File: src/rtl/waveform_packetizer.sv
// Frames a raw 32-bit sample stream into header-prefixed AXI-Stream packets.
// Define WFPKT_CHECKSUM_EN to append an XOR trailer word to every packet.
module waveform_packetizer #(
  parameter logic [31:0] CMD_WORD  = 32'h57574441,
  parameter int unsigned PKT_WORDS = 1004,
  parameter logic [31:0] RSVD_WORD = 32'h0000_0000
) (
  input  logic        axi_tclk,
  input  logic        axi_treset,
  input  logic        start,
  input  logic [31:0] wf_id,
  input  logic [31:0] wf_len,
  output logic        busy,
  output logic        done,
  output logic        err_early_tlast,
  input  logic [31:0] s_axis_tdata,
  input  logic        s_axis_tvalid,
  input  logic        s_axis_tlast,
  output logic        s_axis_tready,
  output logic [31:0] m_axis_tdata,
  output logic        m_axis_tvalid,
  output logic        m_axis_tlast,
  output logic [3:0]  m_axis_tkeep,
  input  logic        m_axis_tready
);

  localparam int unsigned DATA_W = 32;
  localparam int unsigned LEN_W  = 16;

`ifdef WFPKT_CHECKSUM_EN
  typedef enum logic [3:0] {
    IDLE, HDR_CMD, HDR_ID, HDR_IDX, HDR_LEN, HDR_RSVD, PAYLOAD, TRAILER, DONE
  } state_t;
`else
  typedef enum logic [3:0] {
    IDLE, HDR_CMD, HDR_ID, HDR_IDX, HDR_LEN, HDR_RSVD, PAYLOAD, DONE
  } state_t;
`endif

  state_t              state_q;
  state_t              hdr_next_c;
  logic [DATA_W-1:0]   id_q, remaining_q, index_q;
  logic [LEN_W-1:0]    plen_q, pkt_cnt_q, plen_d;
  logic [DATA_W-1:0]   m_tdata_q, hdr_word_c;
  logic                m_tvalid_q, m_tlast_q;
  logic                busy_q, done_q, err_q;
  logic                load_c, s_fire_c, last_word_c;
`ifdef WFPKT_CHECKSUM_EN
  logic [DATA_W-1:0]   csum_q;
`endif

  function automatic logic [LEN_W-1:0] clamp_len(input logic [DATA_W-1:0] n);
    if (n < DATA_W'(PKT_WORDS)) return n[LEN_W-1:0];
    return LEN_W'(PKT_WORDS);
  endfunction

  // Output register accepts a new word whenever it is empty or being drained.
  assign load_c        = !m_tvalid_q || m_axis_tready;
  assign s_axis_tready = (state_q == PAYLOAD) && load_c;
  assign s_fire_c      = s_axis_tvalid && s_axis_tready;
  assign last_word_c   = (pkt_cnt_q == LEN_W'(1));
  assign plen_d        = clamp_len((state_q == IDLE) ? wf_len : remaining_q);

  assign m_axis_tdata    = m_tdata_q;
  assign m_axis_tvalid   = m_tvalid_q;
  assign m_axis_tlast    = m_tlast_q;
  assign m_axis_tkeep    = {4{m_tvalid_q}};
  assign busy            = busy_q;
  assign done            = done_q;
  assign err_early_tlast = err_q;

  // Header word and successor for the current header state.
  always_comb begin
    hdr_word_c = CMD_WORD;
    hdr_next_c = HDR_ID;
    case (state_q)
      HDR_ID:   begin hdr_word_c = id_q;            hdr_next_c = HDR_IDX;  end
      HDR_IDX:  begin hdr_word_c = index_q;         hdr_next_c = HDR_LEN;  end
      HDR_LEN:  begin hdr_word_c = DATA_W'(plen_q); hdr_next_c = HDR_RSVD; end
      HDR_RSVD: begin hdr_word_c = RSVD_WORD;       hdr_next_c = PAYLOAD;  end
      default:  ;
    endcase
  end

  always_ff @(posedge axi_tclk or posedge axi_treset) begin
    if (axi_treset) begin
      state_q     <= IDLE;
      id_q        <= '0;
      remaining_q <= '0;
      index_q     <= '0;
      plen_q      <= '0;
      pkt_cnt_q   <= '0;
      m_tdata_q   <= '0;
      m_tvalid_q  <= 1'b0;
      m_tlast_q   <= 1'b0;
      busy_q      <= 1'b0;
      done_q      <= 1'b0;
      err_q       <= 1'b0;
`ifdef WFPKT_CHECKSUM_EN
      csum_q      <= '0;
`endif
    end else begin
      done_q <= 1'b0;
      if (load_c) m_tvalid_q <= 1'b0;
      case (state_q)
        // CMD word loads straight from IDLE so it is valid the cycle after start.
        IDLE: begin
          if (done_q) begin
            busy_q <= 1'b0;
          end else if (start) begin
            err_q <= 1'b0;
            if (wf_len == '0) begin
              done_q <= 1'b1;
            end else begin
              id_q        <= wf_id;
              remaining_q <= wf_len;
              index_q     <= '0;
              plen_q      <= plen_d;
              pkt_cnt_q   <= plen_d;
              m_tdata_q   <= CMD_WORD;
              m_tvalid_q  <= 1'b1;
              m_tlast_q   <= 1'b0;
              busy_q      <= 1'b1;
              state_q     <= HDR_ID;
`ifdef WFPKT_CHECKSUM_EN
              csum_q      <= '0;
`endif
            end
          end
        end
        HDR_CMD, HDR_ID, HDR_IDX, HDR_LEN, HDR_RSVD: begin
          if (load_c) begin
            m_tdata_q  <= hdr_word_c;
            m_tvalid_q <= 1'b1;
            m_tlast_q  <= 1'b0;
            state_q    <= hdr_next_c;
            if (state_q == HDR_CMD) begin
              plen_q    <= plen_d;
              pkt_cnt_q <= plen_d;
              index_q   <= index_q + DATA_W'(1);
`ifdef WFPKT_CHECKSUM_EN
              csum_q    <= '0;
`endif
            end
          end
        end
        PAYLOAD: begin
          if (s_fire_c) begin
            m_tdata_q   <= s_axis_tdata;
            m_tvalid_q  <= 1'b1;
            pkt_cnt_q   <= pkt_cnt_q - LEN_W'(1);
            remaining_q <= remaining_q - DATA_W'(1);
            if (s_axis_tlast && remaining_q != DATA_W'(1)) err_q <= 1'b1;
`ifdef WFPKT_CHECKSUM_EN
            csum_q    <= csum_q ^ s_axis_tdata;
            m_tlast_q <= 1'b0;
            if (last_word_c) state_q <= TRAILER;
`else
            m_tlast_q <= last_word_c;
            if (last_word_c) state_q <= (remaining_q == DATA_W'(1)) ? DONE : HDR_CMD;
`endif
          end
        end
`ifdef WFPKT_CHECKSUM_EN
        TRAILER: begin
          if (load_c) begin
            m_tdata_q  <= csum_q;
            m_tvalid_q <= 1'b1;
            m_tlast_q  <= 1'b1;
            state_q    <= (remaining_q == '0) ? DONE : HDR_CMD;
          end
        end
`endif
        // Hold until the final tlast word has left the output register.
        DONE: begin
          if (load_c) begin
            done_q  <= 1'b1;
            state_q <= IDLE;
          end
        end
        default: state_q <= IDLE;
      endcase
    end
  end

endmodule

File: config.mk
export PLATFORM = sky130hd
export DESIGN_NAME = waveform_packetizer
export DESIGN_NICKNAME = d
export VERILOG_FILES = /design/src/rtl/waveform_packetizer.sv
export SDC_FILE = /design/constraint.sdc
export NUM_CORES = 1
export LEC_CHECK = 0
export ABC_AREA = 0
export BUFFER_PORTS_ARGS = -buffer_cell sky130_fd_sc_hd__buf_2
export CAP_MARGIN = 40
export CORE_ASPECT_RATIO = 0.75
export CORE_MARGIN = 10
export CORE_UTILIZATION = 40
export CTS_BUF_LIST = sky130_fd_sc_hd__clkbuf_4 sky130_fd_sc_hd__clkbuf_8 sky130_fd_sc_hd__clkbuf_16
export DETAILED_ROUTE_END_ITERATION = 16
export HOLD_SLACK_MARGIN = 0.08
export PLACE_DENSITY_LB_ADDON = 0.15
export SYNTH_ARGS = -nofsm -noshare
export SYNTH_HDL_FRONTEND = slang
export SYNTH_SLANG_ARGS = --single-unit
File: constraint.sdc
create_clock -name axi_tclk -period 6 [get_ports axi_tclk]
set_clock_uncertainty 0.2 [all_clocks]
set_input_delay 0.6 -clock axi_tclk [delete_from_list [all_inputs] [get_ports axi_tclk]]
set_output_delay 0.6 -clock axi_tclk [all_outputs]
set_load 0.05 [all_outputs]
### Word level (Yosys, flattened, before mapping)

Index checks and enable logic that the tools add are counted.

* add/sub/neg operators: 3
* $lt $le $gt $ge: 1
* eq/ne operators: 20
* multiplexer cells: 66
* bitwise logic cells: 2
* reductions and logical operators: 20

Operators with widths (count)
* two-way mux 32 bit: 15
* two-way mux 16 bit: 8
* one-hot mux 32 bit (2 select lines): 2
* one-hot mux 32 bit (4 select lines): 1
* one-hot mux 32 bit (3 select lines): 1
* one-hot mux 16 bit (3 select lines): 1
* adder 32 x 1 -> 32 bit, second input constant: 1
* == test 32 x 1 -> 1 bit, second input constant: 1
* zero test 32 bit: 1
* less-than comparator 32 x 10 -> 1 bit, second input constant: 1
* inequality test 32 x 1 -> 1 bit, second input constant: 1
* one-hot mux 16 bit (2 select lines): 1
* subtractor 32 x 1 -> 32 bit, second input constant: 1
* two-way mux 4 bit: 7
* two-way mux 1 bit: 23
* inequality test 2 bit, second input constant: 9
* == test 16 x 1 -> 1 bit, second input constant: 1
* == test 4 x 3 -> 1 bit, second input constant: 4
* one-hot mux 4 bit (4 select lines): 1
* subtractor 16 x 1 -> 16 bit, second input constant: 1
* AND reduction 7 bit: 2
* one-hot mux 3 bit (4 select lines): 1
* AND reduction 6 bit: 2
* AND reduction 5 bit: 2
* other kinds (16): 24

* bits in registers: 169
* input bits: 102
* output and inout port bits: 42
* word-level logic and storage cells: 124

### Logic depth before layout (Yosys ltp)

Gate-level depths: netlist (run 1).

* depth after elaboration: 9
* depth in mapped cells: 8
* gate-level depth less buffers: 8

### Worst setup path before layout (run 1)

OpenSTA, ideal clock, no wires.

* path kind: register -> output
* from: register state_q[1]
* to: output port s_axis_tready
* arrival: 1.844 ns
* required time: 5.200 ns
* path slack: 3.356 ns
* stages on the path, launching flop included: 5
* path buffers: 2
* cells stage by stage: dfrtp_1 -> clkbuf_1 -> nand3b_1 -> clkbuf_1 -> nor2_1

* cells in the longest elaborated chain, start to end: 2

Ends and longest elaborated chain
* start: declaration: line 40 `state_t state_q;`
* start signal: assignment: line 136 `state_q <= hdr_next_c;`
* start signal: assignment: line 160 `if (last_word_c) state_q <= (remaining_q == DATA_W'(1)) ? DONE : HDR_CMD;`
* == test 4 x 3 -> 1 bit: line 59 `assign s_axis_tready = (state_q == PAYLOAD) && load_c;`
* logical AND 1 bit: line 59
* end: declaration: line 19 `output logic s_axis_tready,`

Every way passes these cells.

### Worst setup path in the final report (run 1)

* from: register state_q[0]
* to: register pkt_cnt_q[8]

* cells in the longest elaborated chain, start to end: 9
* elaborated cells between the ends (all ways): 29

Ends and longest elaborated chain
* zero test 4 bit: line 62, 105
* two-way mux 32 bit: line 62 `assign plen_d = clamp_len((state_q == IDLE) ? wf_len : remaining_q);`
* less-than comparator 32 x 10 -> 1 bit: line 53 `if (n < DATA_W'(PKT_WORDS)) return n[LEN_W-1:0];`
* two-way mux 1 bit: line 53
* two-way mux 16 bit: line 54 `return LEN_W'(PKT_WORDS);`
* two-way mux 16 bit: line 112 `if (wf_len == '0) begin`
* two-way mux 16 bit: line 110 `end else if (start) begin`
* two-way mux 16 bit: line 108 `if (done_q) begin`
* one-hot mux 16 bit (3 select lines): line 105 `case (state_q)`
* end signal: assignment: line 119 `pkt_cnt_q <= plen_d;`
* end signal: assignment: line 139 `pkt_cnt_q <= plen_d;`
* end signal: assignment: line 151 `pkt_cnt_q <= pkt_cnt_q - LEN_W'(1);`
* end: declaration: line 43 `logic [LEN_W-1:0] plen_q, pkt_cnt_q, plen_d;`

Parallel ways exist; a longest one is shown, timed or not. The select of a mux whose other input is x is not followed.
A chain may end at the register's enable or synchronous reset.

==> results.py, run 1 <==
metrics = {
    "finish": {
        "syn2layout_area_growth_pct": 17.0,
        "nFillCells": 2261,
        "seq_area_mm2": 0.00421,
        "nets": 1236,
        "multi_input_area_mm2": 0.00476,
        "antennaDiodeCount": 0,
        "drive_above_1_share_pct": 24.8,
    },
    "logic_synthesis": {
        "ys.flop_type": "dfrtp_1",
        "syn_nets": 1125,
        "synth_most_common_cell": "dfrtp_1",
        "ys_ff_latch": 168,
        "synth-async-reset-ratio_pct": 100,
        "synth_cells": 1018,
        "yosysTopAreaCell": "dfrtp_1",
        "ys_seq_area_share_pct": 45.1,
        "ys_types": 65,
        "syn-cell-area_mm2": 0.00933,
        "synth_common_cells": "dfrtp_1, nor2_1, o21ai_0",
        "synth_top_area_share_pct": 45.1,
        "avgSynthCellArea_um2": 9.16,
        "synth_area_leaders": "dfrtp_1, mux2_2, o21ai_0",
        "synth-edff-count": 0,
        "ys_warn_count": 0,
    },
    "global_route": {
        "grt_max_degree": 64,
        "gr-total-overflow": 0,
        "grt_use_met1_pct": 32.0,
        "grt_pass1_vias": 7916,
        "busiest_layer": "met1",
        "grt_use_met2_pct": 26.0,
        "grt_usage_pct": 19.9,
        "use_met3_pct": 4.38,
        "grt_pass1_wl_um": 47500,
        "antenna_found_initial": 0,
    },
    "die": {
        "start_util_pct": 40.6,
        "core_mm2": 0.0230,
        "die_area_mm2": 0.0299,
        "io_pins": 144,
        "die_height_um": 152,
        "die_w_um": 196,
        "num_rows": 48,
    },
    "sta": {
        "finalCriticalPeriod_ns": 3.70,
        "setup_viol_count_final": 0,
        "max_clock_freq_mhz": 270,
        "setup-tns-final_ns": 0,
        "hold_viol_final": 0,
        "grt_setup_unrepaired": "no",
        "maxSlewViolCount": 0,
        "slew_headroom_pct": 45.4,
        "worst_pin_slew_ns": 0.811,
        "finalWorstSetupSlack_ns": 2.30,
        "finalCritPeriodShare_pct": 61.7,
    },
    "clock_tree": {
        "worstSkewPairLatency_ns": 0.44,
        "cts.path.max_buffers": 2,
        "cts_tree": "built",
        "cts.reportedPaths.clkPinSlew_ns": 0.08,
        "ctsRootBufferMaster": "clkbuf_16",
        "post_cts_resized": 0,
        "post-cts-setup-buffer-count": 0,
        "cts_hold_buf": 1,
        "htree_num_levels": 4,
        "cts_buffers": 17,
        "clock_sinks": 168,
    },
    "drt": {
        "drc": 0,
        "wl_um": 30300,
        "first_pass_iters": 6,
        "vias": 8318,
        "first_iter_violations": 733,
        "wl_per_cell_um": 21.0,
        "routed_via_density": 5.77,
        "ant_nets": 0,
    },
    "setup_path": {
        "crit_start": "state_q[0]",
        "cp-start-kind": "flip-flop",
        "required_ns": 6.13,
        "critPathArrivalTime_ns": 3.83,
        "r2r_start": "state_q[0]",
        "crit_fanout": 31,
        "critical_path_class": "flip-flop to flip-flop",
        "end_kind": "flip-flop",
    },
    "power_and_ir_drop": {
        "clockPowerShare_pct": 19.3,
        "p_int_uw": 3020,
        "swShare_pct": 47.4,
        "leakage_uw": 0.00457,
        "ir_worst_vdd_uv": 334,
        "switchingPower_uw": 2720,
        "pwr-share-seq_pct": 34.2,
        "power.density_mw_per_mm2": 526,
        "p_comb_share_pct": 46.5,
    },
    "placement": {
        "gp_congestion": 0.916,
        "io_buffer_count": 143,
        "place_ws_ns": 2.36,
        "hpwl_um": 22300,
    },
    "flow_run": {
        "drv_cap": 0,
    },
    "status": {
        "status": "completed",
    },
    "hold_path": {
        "min-delay-start": "wf_id[4]",
        "hold_class": "primary input to flip-flop",
    },
}
-- layout make-up --
type | instances | share of cell area (%)
clock buffers | 18 | 4.03
clock inverters | 14 | 1.41
inverters | 24 | 0.872
multi-input cells | 756 | 43.7
flip-flops and latches | 168 | 38.6
well taps | 300 | 3.44
repair buffers | 162 | 8.04
-- state kept, by name, summed over array words and instances, names as in the netlist, 3 cells and up --
| name | count |
|---|---|
| id_q | 32 |
| index_q | 32 |
| m_axis_tdata | 32 |
| pkt_cnt_q | 16 |
| plen_q | 16 |
| remaining_q | 32 |
| state_q | 3 |
-- critical path, cell delays in order, from the launching register on --
cell and delay, ns:
dfrtp_2 0.73, buf_4 0.52, inv_1 0.31, nor2_1 0.25
o21ai_1 0.10, buf_4 0.24, o21ai_0 0.68, o21ai_0 0.21
a211o_1 0.33
-- per-layer routing --
layer,up-vias,part of all wire (%)
met1,4013,53
met3,19,7.4
met5,-,0
li1,3962,-
met4,0,0.73
met2,324,39
-- path summary, 6_finish.rpt --
check,to,slack [ns],cells past startpoint
hold / removal,id_q[4],0.18,2
min in group asynchronous,remaining_q[8],0.57,3
setup reg to reg,pkt_cnt_q[8],2.30,8
hold reg to reg,plen_q[7],0.29,1
max in group asynchronous,state_q[0],3.73,4
setup / recovery,pkt_cnt_q[8],2.30,8
-- cells in the final DEF (no fill, tap or decap), types with 4 or more instances in the layout --
cell       instances
mux2_2            54
a22oi_1           18
a21oi_1           71
nand4_1           16
a211oi_1           6
inv_8              4
nand3_1           27
nor4_2             6
o21a_1             5
o211ai_1           4
clkbuf_16         17
nor2_1           120
or3_1             16
or2_2              8
nand2_1           65
ha_1               5
dfrtp_1          166
xnor2_1           19
nand2b_1           5
buf_4             16
o21ai_0           89
o31ai_1            8
buf_2            143
clkinv_4           4
o22a_1             5
a31oi_1           21
inv_1             23
or4_1              7
nor4_1            30
and3_1             6
o22ai_1           11
nor2b_1            6
nor3_1            28
a21o_1             8
and2_1             8
and4_1             4
mux2i_1           27
o32ai_1            5
-- metrics by stage --
stage                     cell area [um2]  cells  hold slack (ns)  power, uW  utilization (%)
final                               10900   1442            0.182       5740             47.4
after global routing                10900   1442            0.179       6120             47.4
after CTS                           10900   1442            0.171       5760             47.4
after detailed placement            10300   1409            0.274       4630             44.8
after global placement              10300   1407            0.269       4590             44.7
after floorplan                      9330   1018            0.245       3850                -
-- logic make-up after synthesis --
group / after synthesis / share of synthesized area, %
muxes: 81 / 9.42
xor gates and xnor gates: 20 / 1.88
buffers and inverters: 94 / 4.10
DFF: 168 / 45.1
adders and majority gates: 5 / 0.671
and+or+nand+nor: 370 / 20.6
AOI/OAI and AO/OA: 280 / 18.3
-- power groups by stage --
stage | Clock (uW) | Combinational, uW | Sequential, uW
floorplan | 0 | 1660 | 2190
global placement | 0 | 2630 | 1960
detailed placement | 0 | 2660 | 1970
CTS | 1130 | 2670 | 1950
global route | 1170 | 2920 | 2030
finish | 1110 | 2670 | 1960
Note: power is estimated with default switching activity, not from simulation.
==> run 2, diff against run 1 <==
==> constraint.sdc (replaced) <==
create_clock -name axi_tclk -period 3.6 [get_ports axi_tclk]
set_clock_uncertainty 0.2 [all_clocks]
set_input_delay 0.36 -clock axi_tclk [delete_from_list [all_inputs] [get_ports axi_tclk]]
set_output_delay 0.36 -clock axi_tclk [all_outputs]
set_load 0.05 [all_outputs]
==> run 2 against run 1 <==
  * Clock-buffer cell count unchanged
  * Via count increased by 3.7%
  * Largest power group unchanged
  * Critical path depth stayed put
  * Sequential share of layout area down 2.3 points
==> results.py, run 2 (synthesis gave the netlist of run 1 again) <==
metrics = {
    "sta": {
        "worst_pin_slew_ns": 0.845,
        "grt_setup_unrepaired": "no",
        "slew_headroom_pct": 43.3,
        "maxSlewViolCount": 0,
        "hold_viol_final": 0,
        "finalWorstSetupSlack_ns": 0.428,
        "finalCritPeriodShare_pct": 88.1,
        "finalCriticalPeriod_ns": 3.17,
        "max_clock_freq_mhz": 315,
        "setup-tns-final_ns": 0,
        "setup_viol_count_final": 0,
    },
    "setup_path": {
        "rrSetupSlack_ns": 0.59,
        "critPathArrivalTime_ns": 3.27,
        "cpMaxStageDelayCell": "or4_1",
        "required_ns": 3.70,
        "end_kind": "flip-flop",
        "crit_start": "wf_len[13]",
        "cpPeakStageDelay_ns": 0.64,
        "critical_path_class": "primary input to flip-flop",
        "worstPathCellList": "dlygate4sd3_1 -> buf_2 -> nor4_1 -> nand4_1 -> or4_1 -> a21oi_1 -> a31oi_1 -> or3_1",
        "cp-start-kind": "primary input",
        "reg2reg_depth": 6,
        "r2r_start": "state_q[2]",
        "r2r-end": "pkt_cnt_q[8]",
        "crit_fanout": 5,
        "critical_path.endpoint": "pkt_cnt_q[2]",
    },
    "hold_path": {
        "min-delay-start": "s_axis_tdata[21]",
        "hold_class": "primary input to flip-flop",
        "hold_depth": 5,
    },
    "power_and_ir_drop": {
        "ir_worst_vdd_uv": 758,
        "power.density_mw_per_mm2": 841,
        "leakage_uw": 0.00489,
    },
    "clock_tree": {
        "clock_sinks": 168,
        "worstSkewPairLatency_ns": 0.43,
        "cts.path.max_buffers": 2,
        "cts_tree": "built",
        "cts.reportedPaths.clkPinSlew_ns": 0.08,
        "htree_num_levels": 4,
        "ctsRootBufferMaster": "clkbuf_16",
        "cts_buffers": 17,
    },
    "drt": {
        "vias": 8628,
        "first_iter_violations": 742,
        "ant_nets": 0,
        "wl_um": 31500,
        "drc": 0,
        "routed_via_density": 5.70,
        "wl_per_cell_um": 20.8,
        "first_pass_iters": 7,
    },
    "finish": {
        "final_cell_mix": "dfrtp_1, buf_2, nor2_1",
        "drive_above_1_share_pct": 25.0,
        "syn2layout_area_growth_pct": 24.4,
        "fin_util_pct": 50.5,
        "layout.cells.most_common": "dfrtp_1",
        "nets": 1307,
        "antennaDiodeCount": 0,
    },
    "die": {
        "io_pins": 144,
        "core_mm2": 0.0230,
        "num_rows": 48,
        "start_util_pct": 40.6,
        "die_area_mm2": 0.0299,
        "die_height_um": 152,
        "die_w_um": 196,
    },
    "status": {
        "status": "completed",
    },
    "placement": {
        "place_ws_ns": 0.575,
        "hpwl_um": 23100,
        "io_buffer_count": 143,
        "gp_congestion": 0.883,
    },
    "global_route": {
        "antenna_found_initial": 0,
        "grt_pass1_wl_um": 49300,
        "grt_max_degree": 46,
        "gr-total-overflow": 0,
        "grt_pass1_vias": 8347,
        "grt_usage_pct": 20.5,
    },
    "flow_run": {
        "drv_cap": 0,
    },
}
[run 2: worst min path at each step]
| stage | endpoint |
|---|---|
| 6_report | m_axis_tdata[21] |
| 5_1_grt | remaining_q[6] |
| 4_1_cts | remaining_q[25] |
| 2_1_floorplan | plen_q[7] |
| 3_5_place_dp | busy |
| 3_3_place_gp | plen_q[6] |
[run 2: final cells by class]
cell class                      count  area, um2
Tap cell                          300        375
Sequential cell                   168       4210
Fill cell                        2229      11400
Clock inverter                     14        149
Clock buffer                       18        439
Inverter                           24       93.8
Multi-Input combinational cell    756       4760
Timing Repair Buffer              233       1580
[run 2: what timing repair did]
action / CTS / global route
endpoints found under the hold margin: 168 / 0
hold buffers: 51 / 0
gates resized for setup: 0 / 0
setup buffers: 0 / 0
setup endpoints to repair: 0 / 0
[run 2: metal layers]
metal | global-route usage, % | routed length (um) | vias to the layer above
met2 | 27.0 | 12700 | 296
met4 | 4.39 | 323 | 0
met3 | 5.01 | 2350 | 22
li1 | - | - | 4101
met5 | 0 | 0 | -
met1 | 32.4 | 16100 | 4209
[run 2: report_power, final]
group	switching [uW]	internal, uW
sequential	690	2570
combinational	3020	1640
clock	898	948
total	4610	5160
[run 2: critical path: cells and delay by family]
family	cells	cell delay [ns]
compound gates	2	0.42
buf+inv	2	0.68
simple gates	4	1.81
[run 2: through the flow]
step / hold slack [ns] / instances / instance area [um2] / total power (uW)
after global placement: 0.263 / 1429 / 10500 / 7800
after global routing: 0.124 / 1513 / 11600 / 10400
after floorplan: 0.245 / 1018 / 9330 / 6420
after detailed placement: 0.116 / 1430 / 10500 / 7860
after CTS: 0.0850 / 1513 / 11600 / 9760
final: 0.0955 / 1513 / 11600 / 9760
